===== src/rtl/vga_ctrl_pkg.sv =====
// Shared types and helpers for the frame-synchronous VGA control blocks:
// pattern codes, request/state encodings and wrap-around pattern stepping.
package vga_ctrl_pkg;

    localparam int PATTERN_WIDTH = 4;

    typedef logic [PATTERN_WIDTH-1:0] pattern_t;

    localparam pattern_t PAT_BLACK      = 4'd0;
    localparam pattern_t PAT_WHITE      = 4'd1;
    localparam pattern_t PAT_COLOR_BARS = 4'd5;
    localparam pattern_t PAT_CHECKER    = 4'd6;

    typedef enum logic [1:0] {
        REQ_NONE,
        REQ_NEXT,
        REQ_PREV,
        REQ_LOAD
    } req_kind_e;

    typedef enum logic {
        IDLE,
        AUTO
    } state_e;

    typedef struct packed {
        req_kind_e kind;
        pattern_t  code;
    } request_t;

    function automatic logic pattern_in_range(pattern_t code, pattern_t first, pattern_t last);
        return (code >= first) && (code <= last);
    endfunction

    // With first == last both helpers return the current code unchanged.
    function automatic pattern_t pattern_next(pattern_t cur, pattern_t first, pattern_t last);
        if (cur == last) return first;
        return cur + pattern_t'(1);
    endfunction

    function automatic pattern_t pattern_prev(pattern_t cur, pattern_t first, pattern_t last);
        if (cur == first) return last;
        return cur - pattern_t'(1);
    endfunction

endpackage


===== src/rtl/vga_pattern_sequencer_if.sv =====
// Control/status bundle between a pattern-sequencer client (master) and the
// sequencer itself (slave).
interface vga_pattern_sequencer_if #(
    parameter int FRAME_CNT_WIDTH = 8
);
    import vga_ctrl_pkg::*;

    logic                       i_VSync;
    logic                       i_Auto_En;
    logic                       i_Next;
    logic                       i_Prev;
    logic                       i_Load;
    pattern_t                   i_Load_Pattern;
    pattern_t                   o_Pattern;
    logic                       o_Frame_Pulse;
    logic [FRAME_CNT_WIDTH-1:0] o_Frame_Count;
    logic                       o_Load_Err;
    logic                       o_Pending;

    modport master (
        output i_VSync, i_Auto_En, i_Next, i_Prev, i_Load, i_Load_Pattern,
        input  o_Pattern, o_Frame_Pulse, o_Frame_Count, o_Load_Err, o_Pending
    );

    modport slave (
        input  i_VSync, i_Auto_En, i_Next, i_Prev, i_Load, i_Load_Pattern,
        output o_Pattern, o_Frame_Pulse, o_Frame_Count, o_Load_Err, o_Pending
    );

endinterface


===== src/rtl/vga_frame_edge_detect.sv =====
// Registers VSync and strobes o_Boundary for the one cycle in which VSync falls
// (start of vertical blanking). Reset low, so no edge is seen until VSync was high.
module vga_frame_edge_detect (
    input  logic i_Clk,
    input  logic i_Rst_L,
    input  logic i_VSync,
    output logic o_Boundary
);

    logic vsync_q;

    // NOTE: sequential state uses non-blocking (<=) so every flop samples pre-edge values.
    always_ff @(posedge i_Clk or negedge i_Rst_L) begin
        if (!i_Rst_L) vsync_q <= 1'b0;
        else          vsync_q <= i_VSync;
    end

    assign o_Boundary = vsync_q & ~i_VSync;

endmodule


===== src/rtl/vga_pattern_sequencer.sv =====
// Selects the test pattern; manual, load and auto-cycle changes are all deferred
// to the VSync falling edge so a frame is never torn.
module vga_pattern_sequencer
    import vga_ctrl_pkg::*;
#(
    parameter int PATTERN_FIRST      = 0,
    parameter int PATTERN_LAST       = 7,
    parameter int RESET_PATTERN      = 5,
    parameter int FRAMES_PER_PATTERN = 60,
    parameter int FRAME_CNT_WIDTH    = 8
) (
    input  logic                   i_Clk,
    input  logic                   i_Rst_L,
    vga_pattern_sequencer_if.slave bus
);

    localparam pattern_t FIRST_C = pattern_t'(PATTERN_FIRST);
    localparam pattern_t LAST_C  = pattern_t'(PATTERN_LAST);
    localparam pattern_t RESET_C = pattern_t'(RESET_PATTERN);
    localparam int       AUTO_W  = (FRAMES_PER_PATTERN > 1) ? $clog2(FRAMES_PER_PATTERN) : 1;
    localparam logic [AUTO_W-1:0] AUTO_LAST = AUTO_W'(FRAMES_PER_PATTERN - 1);

    logic                       boundary;
    logic                       load_ok;
    state_e                     state_q, state_d;
    request_t                   pend_q, pend_d;
    request_t                   req_in, req_eff;
    pattern_t                   pattern_q, pattern_d;
    logic [AUTO_W-1:0]          auto_cnt_q, auto_cnt_d;
    logic [FRAME_CNT_WIDTH-1:0] frame_cnt_q, frame_cnt_d;
    logic                       frame_pulse_q;
    logic                       load_err_q;

    vga_frame_edge_detect u_edge (
        .i_Clk      (i_Clk),
        .i_Rst_L    (i_Rst_L),
        .i_VSync    (bus.i_VSync),
        .o_Boundary (boundary)
    );

    assign load_ok = pattern_in_range(bus.i_Load_Pattern, FIRST_C, LAST_C);

    // A load, valid or not, claims the cycle; a rejected load captures nothing.
    always_comb begin
        // NOTE: every combinationally driven variable gets a default first, so no latch is inferred.
        req_in.kind = REQ_NONE;
        req_in.code = '0;
        if (bus.i_Load) begin
            if (load_ok) begin
                req_in.kind = REQ_LOAD;
                req_in.code = bus.i_Load_Pattern;
            end
        end else if (bus.i_Next) begin
            req_in.kind = REQ_NEXT;
        end else if (bus.i_Prev) begin
            req_in.kind = REQ_PREV;
        end
    end

    // A request arriving in the boundary cycle itself bypasses the pending slot.
    assign req_eff = (req_in.kind != REQ_NONE) ? req_in : pend_q;

    always_comb begin
        state_d = bus.i_Auto_En ? AUTO : IDLE;
    end

    always_comb begin
        pattern_d   = pattern_q;
        pend_d      = pend_q;
        frame_cnt_d = frame_cnt_q;
        auto_cnt_d  = (state_q == AUTO) ? auto_cnt_q : '0;

        if (boundary) begin
            frame_cnt_d = frame_cnt_q + FRAME_CNT_WIDTH'(1);
            pend_d.kind = REQ_NONE;
            pend_d.code = '0;
            case (req_eff.kind)
                REQ_LOAD: begin
                    pattern_d  = req_eff.code;
                    auto_cnt_d = '0;
                end
                REQ_NEXT: begin
                    pattern_d  = pattern_next(pattern_q, FIRST_C, LAST_C);
                    auto_cnt_d = '0;
                end
                REQ_PREV: begin
                    pattern_d  = pattern_prev(pattern_q, FIRST_C, LAST_C);
                    auto_cnt_d = '0;
                end
                default: begin
                    if (state_q == AUTO) begin
                        if (auto_cnt_q == AUTO_LAST) begin
                            pattern_d  = pattern_next(pattern_q, FIRST_C, LAST_C);
                            auto_cnt_d = '0;
                        end else begin
                            auto_cnt_d = auto_cnt_q + AUTO_W'(1);
                        end
                    end
                end
            endcase
        end else if (req_in.kind != REQ_NONE) begin
            pend_d = req_in;
        end
    end

    always_ff @(posedge i_Clk or negedge i_Rst_L) begin
        if (!i_Rst_L) begin
            state_q       <= IDLE;
            pend_q        <= '{kind: REQ_NONE, code: '0};
            pattern_q     <= RESET_C;
            auto_cnt_q    <= '0;
            frame_cnt_q   <= '0;
            frame_pulse_q <= 1'b0;
            load_err_q    <= 1'b0;
        end else begin
            state_q       <= state_d;
            pend_q        <= pend_d;
            pattern_q     <= pattern_d;
            auto_cnt_q    <= auto_cnt_d;
            frame_cnt_q   <= frame_cnt_d;
            frame_pulse_q <= boundary;
            load_err_q    <= bus.i_Load & ~load_ok;
        end
    end

    assign bus.o_Pattern     = pattern_q;
    assign bus.o_Frame_Pulse = frame_pulse_q;
    assign bus.o_Frame_Count = frame_cnt_q;
    assign bus.o_Load_Err    = load_err_q;
    assign bus.o_Pending     = (pend_q.kind != REQ_NONE);

endmodule


===== src/flat_wrapper.sv =====
// flat-port wrapper written by rule: the top's interface ports become plain ports
module vga_pattern_sequencer_flat import vga_ctrl_pkg::*;
#(
    parameter int PATTERN_FIRST      = 0,
    parameter int PATTERN_LAST       = 7,
    parameter int RESET_PATTERN      = 5,
    parameter int FRAMES_PER_PATTERN = 60,
    parameter int FRAME_CNT_WIDTH    = 8
)
  (i_Clk, i_Rst_L, bus_i_VSync, bus_i_Auto_En, bus_i_Next, bus_i_Prev, bus_i_Load, bus_i_Load_Pattern, bus_o_Pattern, bus_o_Frame_Pulse, bus_o_Frame_Count, bus_o_Load_Err, bus_o_Pending);
  vga_pattern_sequencer_if #(.FRAME_CNT_WIDTH(FRAME_CNT_WIDTH)) bus_i ();
  input  logic i_Clk;
  input  logic i_Rst_L;
  input wire logic [$bits(bus_i.i_VSync)-1:0] bus_i_VSync;
  input wire logic [$bits(bus_i.i_Auto_En)-1:0] bus_i_Auto_En;
  input wire logic [$bits(bus_i.i_Next)-1:0] bus_i_Next;
  input wire logic [$bits(bus_i.i_Prev)-1:0] bus_i_Prev;
  input wire logic [$bits(bus_i.i_Load)-1:0] bus_i_Load;
  input wire logic [$bits(bus_i.i_Load_Pattern)-1:0] bus_i_Load_Pattern;
  output wire logic [$bits(bus_i.o_Pattern)-1:0] bus_o_Pattern;
  output wire logic [$bits(bus_i.o_Frame_Pulse)-1:0] bus_o_Frame_Pulse;
  output wire logic [$bits(bus_i.o_Frame_Count)-1:0] bus_o_Frame_Count;
  output wire logic [$bits(bus_i.o_Load_Err)-1:0] bus_o_Load_Err;
  output wire logic [$bits(bus_i.o_Pending)-1:0] bus_o_Pending;
  assign bus_i.i_VSync = bus_i_VSync;
  assign bus_i.i_Auto_En = bus_i_Auto_En;
  assign bus_i.i_Next = bus_i_Next;
  assign bus_i.i_Prev = bus_i_Prev;
  assign bus_i.i_Load = bus_i_Load;
  assign bus_i.i_Load_Pattern = bus_i_Load_Pattern;
  assign bus_o_Pattern = bus_i.o_Pattern;
  assign bus_o_Frame_Pulse = bus_i.o_Frame_Pulse;
  assign bus_o_Frame_Count = bus_i.o_Frame_Count;
  assign bus_o_Load_Err = bus_i.o_Load_Err;
  assign bus_o_Pending = bus_i.o_Pending;
  vga_pattern_sequencer #(.PATTERN_FIRST(PATTERN_FIRST), .PATTERN_LAST(PATTERN_LAST), .RESET_PATTERN(RESET_PATTERN), .FRAMES_PER_PATTERN(FRAMES_PER_PATTERN), .FRAME_CNT_WIDTH(FRAME_CNT_WIDTH)) u_core (.i_Clk(i_Clk), .i_Rst_L(i_Rst_L), .bus(bus_i));
endmodule

===== config.mk =====
export PLATFORM = sky130hd
export DESIGN_NAME = vga_pattern_sequencer_flat
export DESIGN_NICKNAME = d
export VERILOG_FILES = /design/src/rtl/vga_ctrl_pkg.sv /design/src/rtl/vga_pattern_sequencer_if.sv /design/src/rtl/vga_frame_edge_detect.sv /design/src/rtl/vga_pattern_sequencer.sv /design/src/flat_wrapper.sv
export SDC_FILE = /design/constraint.sdc
export NUM_CORES = 1
export LEC_CHECK = 0
export ABC_AREA = 1
export BUFFER_PORTS_ARGS = -buffer_cell sky130_fd_sc_hd__buf_2
export CORE_AREA = 2 2 45 67
export DETAILED_ROUTE_END_ITERATION = 7
export DIE_AREA = 0 0 47 69
export GPL_ROUTABILITY_DRIVEN = 0
export PLACE_DENSITY = 0.8
export SYNTH_ARGS = -nofsm -noshare
export SYNTH_HDL_FRONTEND = slang
export SYNTH_HIERARCHICAL = 1
export SYNTH_SLANG_ARGS = --single-unit

===== constraint.sdc =====
create_clock -name i_Clk -period 2.1 [get_ports i_Clk]
set_input_delay 0.105 -clock i_Clk [delete_from_list [all_inputs] [get_ports i_Clk]]
set_output_delay 0.105 -clock i_Clk [all_outputs]
set_load 0.02 [all_outputs]

=== Word level (Yosys, flattened, before mapping) ===
Cells that the tools add are included.
W data, S select, Z words.

* Register bits after elaboration: 28
* Bits of input ports: 11
* Output and inout bits: 15
* Word-level logic and storage cells: 63

* Add/sub/neg operators: 4
* Order comparisons: 2
* Equality and inequality tests: 5
* Mux-type cells: 31
* Bitwise gates (word level): 4
* Reduce and logical (&&, ||, !) cells: 8

{| class="wikitable"
|+ Operator list
! kind !! count
|-
| $mux W6 || 8
|-
| $mux W4 || 8
|-
| $pmux W4 S3 || 1
|-
| $mux W1 || 11
|-
| $add A8 B1 Y8 const B || 1
|-
| $reduce_bool A4 Y1 || 2
|-
| $add A6 B1 Y6 const B || 1
|-
| $eq A6 B6 Y1 const B || 1
|-
| $mux W2 || 3
|-
| $add A4 B1 Y4 const B || 1
|-
| $eq A2 B2 Y1 const B || 2
|-
| $eq A4 B3 Y1 const B || 1
|-
| $ge A4 B1 Y1 const B || 1
|-
| $le A4 B3 Y1 const B || 1
|-
| $logic_not A4 Y1 || 1
|-
| $reduce_bool A2 Y1 || 2
|-
| $sub A4 B1 Y4 const B || 1
|-
| $reduce_and A3 Y1 || 1
|-
| $reduce_or A3 Y1 || 1
|-
| $and A1 B1 Y1 || 2
|-
| $eq A2 B1 Y1 const B || 1
|-
| $not A1 Y1 || 2
|-
| $logic_and A1 B1 Y1 || 1
|}

=== Longest topological paths before layout ===
* Word-level depth: 14
* Gate-level depth with buffers: 11

=== Hierarchy ===
Netlist, hierarchy kept.

{| class="wikitable"
|+ Modules (own cells, without submodules)
! module !! times used !! cells each !! area each (µm²)
|-
| vga_pattern_sequencer || 1 || 180 || 1476.4
|-
| vga_frame_edge_detect || 1 || 3 || 35.0
|}

=== Worst setup path after synthesis ===
Ideal clock, no wire load.

* Path type: register -> register
* Start point: register u_core.pattern_q[0], in the netlist u_core/bus.o_Pattern[0]
* End point: register u_core.pattern_q[3], in the netlist u_core/bus.o_Pattern[3]
* Data arrival time: 1.444 ns
* Data required time: 2.035 ns
* Slack: 0.591 ns
* Cell stages (with the launch flop): 12
* Path buffers: 0
* Period minus slack after synthesis: 1.509 ns
* Cells stage by stage: dfstp_2 > inv_1 > ha_1 > nor2_1 > nand3_1 > nand2_1 > nand3_1 > nand2_1 > inv_1 > nand2_1 > nand2_1 > nand2_1

* Longest elaborated chain between the ends: 10
* Elaborated cells between the ends (all ways): 20

{| class="wikitable"
|+ Ends and longest elaborated chain
! what !! line !! source
|-
| from (decl) || vga_pattern_sequencer.sv:28 || <nowiki>pattern_t pattern_q, pattern_d;</nowiki>
|-
| from (signal assigned) || vga_pattern_sequencer.sv:118 || <nowiki>pattern_q <= pattern_d;</nowiki>
|-
| $eq A4 B3 Y1 || vga_ctrl_pkg.sv:37 || <nowiki>if (cur == last) return first;</nowiki>
|-
| $mux W1 || vga_ctrl_pkg.sv:37 ||
|-
| $mux W1 || vga_pattern_sequencer.sv:92 || <nowiki>if (auto_cnt_q == AUTO_LAST) begin</nowiki>
|-
| $mux W1 || vga_pattern_sequencer.sv:91 || <nowiki>if (state_q == AUTO) begin</nowiki>
|-
| $mux W1 || vga_pattern_sequencer.sv:77 || <nowiki>case (req_eff.kind)</nowiki>
|-
| $mux W1 || vga_pattern_sequencer.sv:73 || <nowiki>if (boundary) begin</nowiki>
|-
| $mux W4 || vga_ctrl_pkg.sv:38 || <nowiki>return cur + pattern_t'(1);</nowiki>
|-
| $mux W4 || vga_pattern_sequencer.sv:92 ||
|-
| $mux W4 || vga_pattern_sequencer.sv:91 ||
|-
| $pmux W4 S3 (*) || vga_pattern_sequencer.sv:77 ||
|}

Every way passes the cells marked *; elsewhere a longest branch is shown, timed or not. The select of a mux whose other input is x is not followed.
A chain may end at the register's enable or synchronous reset.

=== Worst setup path after layout ===
* Start point: input bus_i_VSync
* End point: register u_core.auto_cnt_q[4]

* Longest elaborated chain between the ends: 3

{| class="wikitable"
|+ Ends and longest elaborated chain
! what !! line !! source
|-
| from (decl) || flat_wrapper.sv:14 || <nowiki>input wire logic [$bits(bus_i.i_VSync)-1:0] bus_i_VSync;</nowiki>
|-
| $not A1 Y1 || vga_frame_edge_detect.sv:18 || <nowiki>assign o_Boundary = vsync_q & ~i_VSync;</nowiki>
|-
| $and A1 B1 Y1 || vga_frame_edge_detect.sv:18 ||
|-
| named net u_core.boundary || vga_pattern_sequencer.sv:23 || <nowiki>logic boundary;</nowiki>
|-
| $mux W6 || vga_pattern_sequencer.sv:73 ||
|-
| named net u_core.auto_cnt_d[4] || vga_pattern_sequencer.sv:29 || <nowiki>logic [AUTO_W-1:0] auto_cnt_q, auto_cnt_d;</nowiki>
|-
| to (signal assigned) || vga_pattern_sequencer.sv:119 || <nowiki>auto_cnt_q <= auto_cnt_d;</nowiki>
|-
| to (decl) || vga_pattern_sequencer.sv:29 ||
|}

The timed path passes the listed nets, and every way through them passes these cells.

==> flow_metrics.py <==
metrics = {
    "critical_path": {
        "cp_top_family": "buffers and inverters",
        "crit_required_ns": 2.31,
        "arrival_ns": 1.82,
        "crit_chain": "dlygate4sd3_1 > buf_2 > nor2_2 > buf_4 > nand2_1 > nor2_1 > a21oi_1 > nor3_1",
        "cp_num_cells": 8,
        "cpMaxStageDelayCell": "dlygate4sd3_1",
        "slowest_delay_ns": 0.53,
        "worstPathMaxFanout": 12,
        "ff2ff_path_depth": 11,
        "start_kind": "input port",
        "crit_path_end_kind": "flip-flop",
        "path_class": "in2reg",
        "cp_num_buf_inv": 3,
    },
    "synthesis": {
        "netlist_area_sq_mm": 0.00151,
        "synth.top_cell.area_share": 0.430,
        "ys_seq_area_frac": 0.465,
        "synth_nets": 198,
        "ys_seq_elements": 28,
        "synth.distinct_cells": 28,
        "avgSynthCellArea_sq_um": 8.26,
        "ys_top_cells_by_area": "dfrtp_1, nand2_1, nor2_1, inv_1, nand3_1",
        "synth_cells": 183,
        "synth_area_leader_cell": "dfrtp_1",
        "yosys_warnings": 6,
    },
    "clock_tree": {
        "cts_buffers": 3,
        "clockBufferDepth": 2,
        "clk_latency_ns": 0.28,
        "cts_sinks": 28,
        "clk_pin_slew_worst_paths_ns": 0.09,
        "root_buffer": "clkbuf_8",
        "htreeDepth": 1,
        "cts_tree": "done",
    },
    "outcome": {
        "status": "finished clean",
    },
    "detailed_routing": {
        "drt-wirelength-per-cell_um": 12.3,
        "drc": 0,
        "met2_length_um": 1700,
        "vias": 1257,
        "drt-met1-wl_um": 1240,
        "vias_per_cell": 5.03,
        "drtAntennaViolNets": 0,
        "wl_met3_um": 57,
        "drt_iter0_drc": 21,
        "wl_um": 3060,
        "drt_pass1_iterations": 4,
        "highest_layer": "met4",
    },
    "die": {
        "die_w_um": 47,
        "initial_core_util": 0.571,
        "coreArea_sq_mm": 0.00265,
        "dieHeight_um": 69,
        "die-area_sq_mm": 0.00324,
        "io_pins": 26,
        "fp-row-count": 23,
    },
    "sta": {
        "skew_ns": 0.00178,
        "slew_headroom": 0.594,
        "finalHoldViolCount": 0,
        "final-max-slew-violation-count": 0,
        "post-route-min-period_ns": 1.61,
        "fin_setup_tns_ns": 0,
        "setup_viol_count_final": 0,
        "fin_crit_sh": 0.765,
        "tightest_slew_ns": 0.610,
        "rsz0062_at_grt": "no",
        "fmax_mhz": 622,
    },
    "final_layout": {
        "nNetsFinal": 229,
        "insertedDiodeCount": 0,
        "drive_gt1_frac": 0.225,
        "area_growth_pct": 17.5,
        "regArea_sq_um": 703,
        "fillers": 224,
        "post-route-util": 0.671,
        "multi_input_area_sq_um": 696,
    },
    "power": {
        "peakVddDrop_mv": 0.551,
        "powerDensity_mw_per_mm2": 1030,
        "p_leak_nw": 0.919,
    },
    "grt": {
        "gr-total-overflow": 0,
        "antenna_found_initial": 0,
        "grt_max_degree": 29,
        "grt_pass1_vias": 1282,
        "grtUsageTotal": 0.225,
        "grt_pass1_wl_um": 5360,
    },
    "worst_hold_path": {
        "hold-path-cell-count": 3,
        "hold_path_class": "in2reg",
    },
    "placed_design": {
        "hpwl_um": 2290,
        "portBuffers": 25,
    },
    "run": {
        "cap_violations": 0,
    },
}
## report_power, final
part	internal (mW)	switching [mW]	total [mW]
logic	0.239	0.375	0.614
registers	0.647	0.131	0.778
clock network	0.256	0.174	0.430
total	1.14	0.680	1.82
## kinds of logic (layout without fill, tap and decap cells)
logic type,Yosys count,in the layout,synth area share
AND/OR/NAND/NOR,97,97,0.299
flip-flops,28,28,0.465
XOR/XNOR,10,10,0.0579
buffers and inverters,29,59,0.0745
AO/OA/AOI/OAI,14,14,0.0629
multiplexers,1,1,0.00745
adder cells (fa/ha/maj),4,4,0.0331
## stage by stage
step           cells  hold WS [ns]  worst slack, ns  total power, mW  area (sq um)
6_report         250        0.0436            0.493             1.82          1780
5_1_grt          250        0.0675            0.438             1.95          1780
4_1_cts          250        0.0350            0.491             1.84          1780
3_5_place_dp     243         0.157            0.571             1.40          1680
3_3_place_gp     243         0.141            0.627             1.36          1680
2_1_floorplan    183        -0.191            0.591             1.20          1510
## cells in the mapped netlist (all sizes together)
| cell | count |
|---|---|
| a21boi | 2 |
| a21oi | 4 |
| a31oi | 1 |
| buf | 3 |
| dfrtp | 26 |
| dfstp | 2 |
| ha | 4 |
| inv | 26 |
| mux2 | 1 |
| nand2 | 41 |
| nand3 | 15 |
| nand4 | 6 |
| nor2 | 31 |
| nor3 | 3 |
| o21ai | 5 |
| o22ai | 1 |
| o31ai | 1 |
| or2 | 1 |
| xnor2 | 5 |
| xor2 | 5 |
## worst paths after layout
kind	from	slack [ns]	to
max in group asynchronous	i_Rst_L	1.34	u_core/bus.o_Frame_Count[7]
hold / removal	bus_i_Load_Pattern[3]	0.04	u_core/bus.o_Load_Err
setup / recovery	bus_i_VSync	0.49	u_core/auto_cnt_q[4]
hold reg to reg	u_core/bus.o_Frame_Count[7]	0.47	u_core/bus.o_Frame_Count[7]
setup reg to reg	u_core/bus.o_Pattern[0]	0.54	u_core/bus.o_Pattern[3]
min in group asynchronous	i_Rst_L	0.36	u_core/pend_q[4]
## layer usage
metal / global-route usage / vias up
li1: - / 636
met1: 0.258 / 599
met2: 0.382 / 17
met3: 0.0262 / 5
met4: 0.117 / 0
met5: 0 / -
## area by class of cell
type,instances,area share
sequential,28,0.396
multi-input combinational,126,0.392
timing repair buffer,29,0.0915
inverter,26,0.0549
tap,37,0.0261
clock buffer,3,0.0232
clock inverter,1,0.0169
## registers in the layout, indices dropped and copies added (netlist names)
signal / flops
u_core/auto_cnt_q: 6
u_core/bus.o_Frame_Count: 8
u_core/bus.o_Frame_Pulse: 1
u_core/bus.o_Load_Err: 1
u_core/bus.o_Pattern: 4
u_core/pend_q: 6
u_core/state_q: 1
u_core/u_edge/vsync_q: 1
## worst min-delay path: cells and delay by family
family | cells | cell delay, ns
buffers and inverters | 2 | 0.14
AND/OR/NAND/NOR | 1 | 0.05
## repair_timing
item	in CTS	in global routing
hold buffers	3	0
buffers inserted	0	0
hold endpoints to repair	28	0
endpoints found under the setup margin	0	0
gates resized for setup	0	0
## cell usage in the layout (no fill, tap or decap), types with 2 or more instances in the layout
| cell type | count |
|---|---|
| nand3_1 | 12 |
| nor3_1 | 3 |
| dfrtp_1 | 26 |
| dfstp_2 | 2 |
| nand2_2 | 6 |
| ha_1 | 4 |
| a21boi_1 | 2 |
| o21ai_0 | 3 |
| nor2_1 | 30 |
| a21oi_1 | 4 |
| xor2_1 | 5 |
| nand2_1 | 34 |
| buf_2 | 25 |
| inv_1 | 25 |
| clkbuf_8 | 3 |
| nand4_1 | 6 |
| dlygate4sd3_1 | 3 |
| nand3_2 | 2 |
| xnor2_1 | 5 |
Note: power is estimated with default switching activity, not from simulation.
